File: src/rtl/uart_frame_writer.sv
// UART byte stream to framebuffer loader: sync-framed, two 3-bit pixels per byte.
// Optional idle abort in LOAD/PIX1 is compiled in with UART_FRAME_WRITER_TIMEOUT_EN.
module uart_frame_writer #(
    parameter int unsigned WIDTH          = 640,
    parameter int unsigned HEIGHT         = 480,
    parameter int unsigned ADDR_W         = 19,
    parameter logic [7:0]  SYNC_BYTE      = 8'hA5,
    parameter int unsigned TIMEOUT_CYCLES = 200000
) (
    input  logic              clk,
    input  logic              rst_n,
    input  logic [7:0]        rx_data,
    input  logic              rx_done,
    output logic [ADDR_W-1:0] ram_addr,
    output logic [2:0]        ram_data,
    output logic              ram_we,
    output logic              frame_done,
    output logic              busy,
    output logic [7:0]        err_cnt
);

    localparam logic [ADDR_W-1:0] LAST_ADDR = ADDR_W'(WIDTH * HEIGHT - 1);

    typedef enum logic [1:0] {StIdle, StLoad, StPix1} state_e;

    state_e            state_q, state_d;
    logic [ADDR_W-1:0] ptr_q, ptr_d;
    logic [7:0]        hold_q, hold_d;
    logic              hold_vld_q, hold_vld_d;
    logic [2:0]        hi_q, hi_d;
    logic [ADDR_W-1:0] ram_addr_q, ram_addr_d;
    logic [2:0]        ram_data_q, ram_data_d;
    logic              ram_we_q, ram_we_d;
    logic              fin_q, fin_d;
    logic              frame_done_q, frame_done_d;
    logic              busy_q, busy_d;
    logic [7:0]        err_cnt_q, err_cnt_d;
    logic [1:0]        err_add;
    logic [8:0]        err_sum;
    logic              in_vld;
    logic [7:0]        in_byte;
    logic [ADDR_W-1:0] ptr_odd;

`ifdef UART_FRAME_WRITER_TIMEOUT_EN
    localparam int unsigned TmoW = $clog2(TIMEOUT_CYCLES + 1);
    logic [TmoW-1:0] tmo_cnt_q, tmo_cnt_d;
`endif

    // A held byte takes priority over a fresh strobe; both at once loses the new one.
    assign in_vld  = hold_vld_q | rx_done;
    assign in_byte = hold_vld_q ? hold_q : rx_data;
    assign ptr_odd = ptr_q + ADDR_W'(1);

    always_comb begin
        state_d    = state_q;
        ptr_d      = ptr_q;
        hold_d     = hold_q;
        hold_vld_d = hold_vld_q;
        hi_d       = hi_q;
        ram_addr_d = ram_addr_q;
        ram_data_d = ram_data_q;
        ram_we_d   = 1'b0;
        fin_d      = 1'b0;
        err_add    = 2'd0;

        unique case (state_q)
            StIdle, StLoad: begin
                if (hold_vld_q) begin
                    hold_vld_d = 1'b0;
                    if (rx_done) err_add = err_add + 2'd1;
                end
                if (in_vld) begin
                    if (in_byte == SYNC_BYTE) begin
                        ptr_d   = '0;
                        state_d = StLoad;
                        if (state_q == StLoad) err_add = err_add + 2'd1;
                    end else if (state_q == StIdle) begin
                        // non-sync bytes outside a frame are ignored
                    end else if (in_byte[3] || in_byte[7]) begin
                        err_add = err_add + 2'd1;
                    end else begin
                        ram_we_d   = 1'b1;
                        ram_addr_d = ptr_q;
                        ram_data_d = in_byte[2:0];
                        if (ptr_q == LAST_ADDR) begin
                            ptr_d   = '0;
                            fin_d   = 1'b1;
                            state_d = StIdle;
                        end else begin
                            hi_d    = in_byte[6:4];
                            state_d = StPix1;
                        end
                    end
                end
            end
            StPix1: begin
                ram_we_d   = 1'b1;
                ram_addr_d = ptr_odd;
                ram_data_d = hi_q;
                if (ptr_odd == LAST_ADDR) begin
                    ptr_d   = '0;
                    fin_d   = 1'b1;
                    state_d = StIdle;
                end else begin
                    ptr_d   = ptr_q + ADDR_W'(2);
                    state_d = StLoad;
                end
                if (rx_done) begin
                    if (hold_vld_q) begin
                        err_add = err_add + 2'd1;
                    end else begin
                        hold_d     = rx_data;
                        hold_vld_d = 1'b1;
                    end
                end
            end
            default: state_d = StIdle;
        endcase

`ifdef UART_FRAME_WRITER_TIMEOUT_EN
        tmo_cnt_d = (state_q == StIdle || rx_done) ? '0 : tmo_cnt_q + TmoW'(1);
        if (state_q != StIdle && !rx_done && tmo_cnt_q == TmoW'(TIMEOUT_CYCLES - 1)) begin
            tmo_cnt_d  = '0;
            state_d    = StIdle;
            ptr_d      = '0;
            hold_vld_d = 1'b0;
            ram_we_d   = 1'b0;
            fin_d      = 1'b0;
            err_add    = err_add + 2'd1;
        end
`endif

        // busy stays up through the final write and drops with frame_done
        busy_d       = (state_d != StIdle) | fin_d;
        frame_done_d = fin_q;
        err_sum      = {1'b0, err_cnt_q} + {7'd0, err_add};
        err_cnt_d    = err_sum[8] ? 8'hFF : err_sum[7:0];
    end

    always_ff @(posedge clk or negedge rst_n) begin
        if (!rst_n) begin
            state_q      <= StIdle;
            ptr_q        <= '0;
            hold_q       <= '0;
            hold_vld_q   <= 1'b0;
            hi_q         <= '0;
            ram_addr_q   <= '0;
            ram_data_q   <= '0;
            ram_we_q     <= 1'b0;
            fin_q        <= 1'b0;
            frame_done_q <= 1'b0;
            busy_q       <= 1'b0;
            err_cnt_q    <= '0;
`ifdef UART_FRAME_WRITER_TIMEOUT_EN
            tmo_cnt_q    <= '0;
`endif
        end else begin
            state_q      <= state_d;
            ptr_q        <= ptr_d;
            hold_q       <= hold_d;
            hold_vld_q   <= hold_vld_d;
            hi_q         <= hi_d;
            ram_addr_q   <= ram_addr_d;
            ram_data_q   <= ram_data_d;
            ram_we_q     <= ram_we_d;
            fin_q        <= fin_d;
            frame_done_q <= frame_done_d;
            busy_q       <= busy_d;
            err_cnt_q    <= err_cnt_d;
`ifdef UART_FRAME_WRITER_TIMEOUT_EN
            tmo_cnt_q    <= tmo_cnt_d;
`endif
        end
    end

    assign ram_addr   = ram_addr_q;
    assign ram_data   = ram_data_q;
    assign ram_we     = ram_we_q;
    assign frame_done = frame_done_q;
    assign busy       = busy_q;
    assign err_cnt    = err_cnt_q;

endmodule

File: config.mk
export PLATFORM = sky130hd
export DESIGN_NAME = uart_frame_writer
export DESIGN_NICKNAME = d
export VERILOG_FILES = /design/src/rtl/uart_frame_writer.sv
export SDC_FILE = /design/constraint.sdc
export NUM_CORES = 1
export LEC_CHECK = 0
export ABC_AREA = 1
export CAP_MARGIN = 20
export CORE_AREA = 4 4 88 90
export DETAILED_ROUTE_END_ITERATION = 6
export DIE_AREA = 0 0 92 94
export PLACE_DENSITY_LB_ADDON = 0.05
export SETUP_SLACK_MARGIN = 0.3
export SLEW_MARGIN = 5
export SYNTH_ARGS = -nofsm -noshare
export SYNTH_HDL_FRONTEND = slang
export SYNTH_SLANG_ARGS = --single-unit
File: constraint.sdc
create_clock -name clk -period 3.6 [get_ports clk]
set_input_delay 0.72 -clock clk [delete_from_list [all_inputs] [get_ports clk]]
set_output_delay 0.72 -clock clk [all_outputs]
set_load 0.005 [all_outputs]
==> After elaboration in Yosys (flattened, before gate mapping) <==
Index checks and enable logic that the tools add are counted.
{ "word_totals": {"reg_bits": 67, "inputBits": 11, "output_inout_bits": 33, "wordCells": 96} }
{ "op_classes": {"addsub": 4, "n_eq_ne": 13, "n_mux": 51, "n_bitwise": 6, "reduce_logical": 10} }
{ "op_table": {"columns": ["cell", "n"], "rows": [
  ["19-bit two-way mux", 10],
  ["19-bit one-hot mux with 2 select lines", 2],
  ["19-bit == test, second input constant", 2],
  ["2-bit two-way mux", 11],
  ["19-bit by 1-bit adder with 19-bit output, second input constant", 1],
  ["19-bit by 2-bit adder with 19-bit output, second input constant", 1],
  ["1-bit two-way mux", 16],
  ["8-bit two-way mux", 2],
  ["3-bit two-way mux", 4],
  ["2-bit inequality test, second input constant", 5],
  ["5-bit AND reduction", 2],
  ["8-bit by 2-bit adder with 9-bit output", 1],
  ["3-bit inequality test, second input constant", 3],
  ["8-bit == test, second input constant", 1],
  ["2-bit one-hot mux with 2 select lines", 2],
  ["1-bit one-hot mux with 2 select lines", 3],
  ["3-bit one-hot mux with 2 select lines", 1],
  ["6-bit AND reduction", 1],
  ["1-bit inverter", 4],
  ["2-bit AND reduction", 2],
  ["2-bit nonzero test", 2],
  ["2-bit by 1-bit adder with 2-bit output, second input constant", 1],
  ["2-bit by 1-bit == test with 1-bit output, second input constant", 1],
  ["2-bit == test, second input constant", 1],
  ["4 further kinds", 5]
]} }

==> Depth between registers and ports, before layout <==
{ "logic_depth": {"ltp_word": 11, "mapped_depth": 20, "depth_no_buf": 19} }

==> Least setup slack after synthesis <==
No wires, ideal clock.
{ "synth_timing": {"path_type": "in2reg", "from": "in rx_data[3]", "to": "reg err_cnt_q[7] (netlist: err_cnt[7])", "setup_ns": 0.073, "t_arrival_ns": 2.675, "required_ns": 3.527, "slack_ns": 0.852, "cell_stages": 15, "n_path_buf": 0, "cell_sequence": "inv_1 > nand2_1 > nand2_2 > nand2_1 > nor3_2 > nand2_1 > nand2_1 > nand3_1 > nand2_1 > ha_1 > inv_1 > fa_1 > nor4_1 > nand3_1 > nand3_1"} }
{ "synth_between": {"elab_chain_cells": 9, "elab_cells_between_ends": 10, "classes_between": "1 x add/sub; 1 x eq/ne; 7 x mux; 1 x reduce/logical"} }
{ "synth_lines": {"columns": ["item", "line", "text"], "rows": [
  ["start, declared", "12", "input logic [7:0] rx_data,"],
  ["8-bit two-way mux (*)", null, null],
  ["1-bit logical OR", "79", "end else if (in_byte[3] || in_byte[7]) begin"],
  ["2-bit two-way mux", "79", null],
  ["2-bit two-way mux", "77", "end else if (state_q == StIdle) begin"],
  ["2-bit two-way mux (*)", "73", "if (in_byte == SYNC_BYTE) begin"],
  ["2-bit two-way mux (*)", "72", "if (in_vld) begin"],
  ["2-bit one-hot mux with 2 select lines (*)", "66", "unique case (state_q)"],
  ["8-bit by 2-bit adder with 9-bit output (*)", "136", "err_sum = {1'b0, err_cnt_q} + {7'd0, err_add};"],
  ["8-bit two-way mux (*)", "137", "err_cnt_d = err_sum[8] ? 8'hFF : err_sum[7:0];"],
  ["named net err_cnt_d[7]", "37", "logic [7:0] err_cnt_q, err_cnt_d;"],
  ["end signal, assigned", "169", "err_cnt_q <= err_cnt_d;"],
  ["end, declared", "37", null]
]} }
The timed path passes the listed nets; every way through them passes the cells marked *.
A chain may end at the register's enable or synchronous reset.

==> Final worst setup path <==
{ "layout_timing": {"from": "in rx_data[3]", "to": "reg err_cnt_q[2] (netlist: err_cnt[2])"} }
Same word-level chain as after synthesis.

==> summary.txt <==
STA
  • Slew @ Worst Pin: 0.503 ns
  • Period utilization: 83.8%
  • Final hold slack: 0.289 ns
  • Final Skew: 0.00713 ns
  • Tmin final: 3.02 ns
  • Post-route setup TNS: 0 ns
  • Slew headroom: 66.4%
  • Hold Fails Final Rpt: 0
  • Final worst slack: 0.583 ns
  • RSZ-0062 raised after global routing: no
  • # setup viols final: 0
  • Max Clock Freq: 331 MHz
  • Max-slew violation count: 0

Logic synthesis
  • Predominant post-synthesis flop cell: dfrtp_1
  • Post-synth top area share: 48.2%
  • Number of enable flip-flop cells after synthesis: 0
  • Yosys warning count: 0
  • Synth top area cells: dfrtp_1 48%, nand2_1 15%, nand3_1 7.0%
  • Seq/Total Area, Yosys: 48.2%
  • Syn Inst Count: 429
  • Cell accounting for the most synthesized area: dfrtp_1
  • #FFs+latches synth: 66
  • Post-Syn Area: 3420 µm²
  • Distinct cells, synth: 32
  • List of most frequent post-synthesis cells: 137 x nand2_1, 66 x dfrtp_1, 48 x nand3_1
  • Count leader, synth: nand2_1
  • Syn_area_per_cell: 7.98 µm²
  • Ys async rst share: 100%
  • Post-Syn Nets: 444

Detailed routing
  • DR vias/cell: 5.08
  • Antenna violation net count after detailed routing: 0
  • DR WL/cell: 12.9 µm
  • Initial DRC Count: 201
  • Routed via count: 2942
  • Drc violations: 0
  • Drt total wl: 7480 µm
  • Drt pass-1 iters: 4

Finish
  • Multi-input gate area: 1520 µm²
  • Fin nets: 490
  • Layout area overhead: 19.9%
  • Fillers: 676
  • FF/Latch Area: 1650 µm²
  • Ratio of cells with drive above 1 in the final layout: 12.1%
  • Diodes inserted: 0
  • Final Instance Area: 4110 µm²

GRT
  • Initial antenna violation count: 0
  • Vias in the first global route: 2722
  • GR Overflow Total: 0
  • First-pass GRT wire length: 13000 µm
  • Largest net degree at the start of global routing: 37
  • GRT Util Overall: 19.0%

Clock tree
  • CTS sink cnt: 66
  • Post-CTS setup buffers: 0
  • Root buffer cell: clkbuf_8
  • Gates resized, CTS repair: 0
  • Clock-pin slew on the worst setup and hold paths: 0.08 ns
  • CTS buffer count: 9
  • Clock Latency Late Sink: 0.35 ns
  • TritonCTS clock tree: done
  • CTS H-Tree Depth: 3
  • Longest Clk Path Bufs: 2
  • Hold buffer count at CTS: 0

Placement
  • PortBufs: 43
  • Placed Area: 3920 µm²
  • Dpl hpwl: 5300 µm
  • Final Wtd Congestion: 0.910
  • DP Worst Slack: 0.0574 ns

Critical path
  • Crit path max-delay family: simple AND/OR/NAND/NOR gates
  • Cell mode on critical path: nand2_1
  • Worst R2R Setup Slack: 0.71 ns
  • Depth of the most critical reg-to-reg path: 15
  • R2R Path Start: hold_vld_q
  • CP Cell Sequence: clkdlybuf4s50_1, inv_1, nand2_1, nand2_2, nand2_1, nor3_2, nand2_1, nand2_1, nand3_1, nand2_1, ha_1, inv_1, fa_1, nor4_2, nand3_2, o21ai_0
  • Critical Path AT: 3.29 ns
  • Worst Path Required: 3.87 ns
  • Critical Path Fanout Max: 7
  • FF-to-FF End: err_cnt[2]
  • Critical path buffer and inverter count: 3
  • Slowest stage delay, CP: 0.42 ns
  • Crit Path Class: input port to flip-flop
  • Crit end category: flip-flop
  • Slowest CP cell: fa_1
  • Critical Path Source Type: input port

Power and ir drop
  • Max VDD drop: 0.000334 V
  • Total power: 2.98 mW
  • Leakage Power: 2.00 nW
  • PwrDens: 725 nW/µm²

Min path
  • HP Class: input port to async pin

Flow run
  • Max-cap violations: 0

Die
  • Core Area: 7060 µm²
  • # rows: 31
  • Num ports: 44
  • Die Width: 92 µm
  • Initial core utilization: 48.5%
  • Die area: 8650 µm²
  • Die height: 94 µm

Status
  • Outcome: finished, final reports clean
[worst max path at each step]
stage,from,to,slack (ns),cells past startpoint
finish,rx_data[3],err_cnt[2],0.58,16
global route,rx_data[3],err_cnt[2],0.36,16
CTS,rx_data[3],err_cnt[2],0.43,16
detailed placement,rx_data[3],err_cnt[2],0.06,16
global placement,rx_data[3],err_cnt[7],0.16,16
floorplan,rx_data[3],err_cnt[7],0.85,15
[metal layers]
layer / vias to the layer above / share of wire (%) / global-route usage [%]
met4: 0 / 2.8 / 9.65
met2: 84 / 47 / 30.0
met5: - / 0 / 0
li1: 1474 / - / -
met3: 16 / 4.4 / 3.53
met1: 1368 / 46 / 24.9
[placed cells by master (no fill, tap or decap), types with 10 or more instances in the layout]
cell / count
nand3_1: 47
nand2_2: 10
inv_1: 44
dfrtp_1: 66
o21ai_0: 26
o21ai_2: 14
nand4_1: 11
clkdlybuf4s50_1: 42
clkbuf_8: 10
nor2_1: 24
nand2_1: 137
[stage by stage]
stage	util [%]	cells
floorplan	-	429
global placement	55.6	563
detailed placement	55.6	563
CTS	58.0	579
global route	58.2	579
finish	58.2	579
[state kept, by name (all words and copies together), names as in the netlist, 2 cells and up]
signal    cells
hold_q        8
ram_addr     19
state_q       2
err_cnt       8
hi_q          3
ram_data      3
ptr_q        18
[logic make-up (layout without fill, tap and decap cells)]
group,after synthesis,after routing,share of synthesized area (%)
XOR/XNOR,5,5,1.28
AND/OR/NAND/NOR,246,246,32.4
flip-flops,66,66,48.2
adder cells (fa/ha/maj),4,4,1.68
AO/OA/AOI/OAI,48,48,8.62
buffers and inverters,60,111,7.78
[power by group]
group          switching, mW  internal (mW)
sequential             0.284           1.06
combinational          0.525          0.543
clock                  0.296          0.265
total                   1.11           1.87
[area by class of cell]
type	instances	area share, %
clock inverter	5	0.731
inverter	48	4.51
multi-input combinational	303	37.0
timing repair buffer	47	11.1
sequential	66	40.2
tap	99	3.02
clock buffer	11	3.44
(Power assumes the default switching activity.)
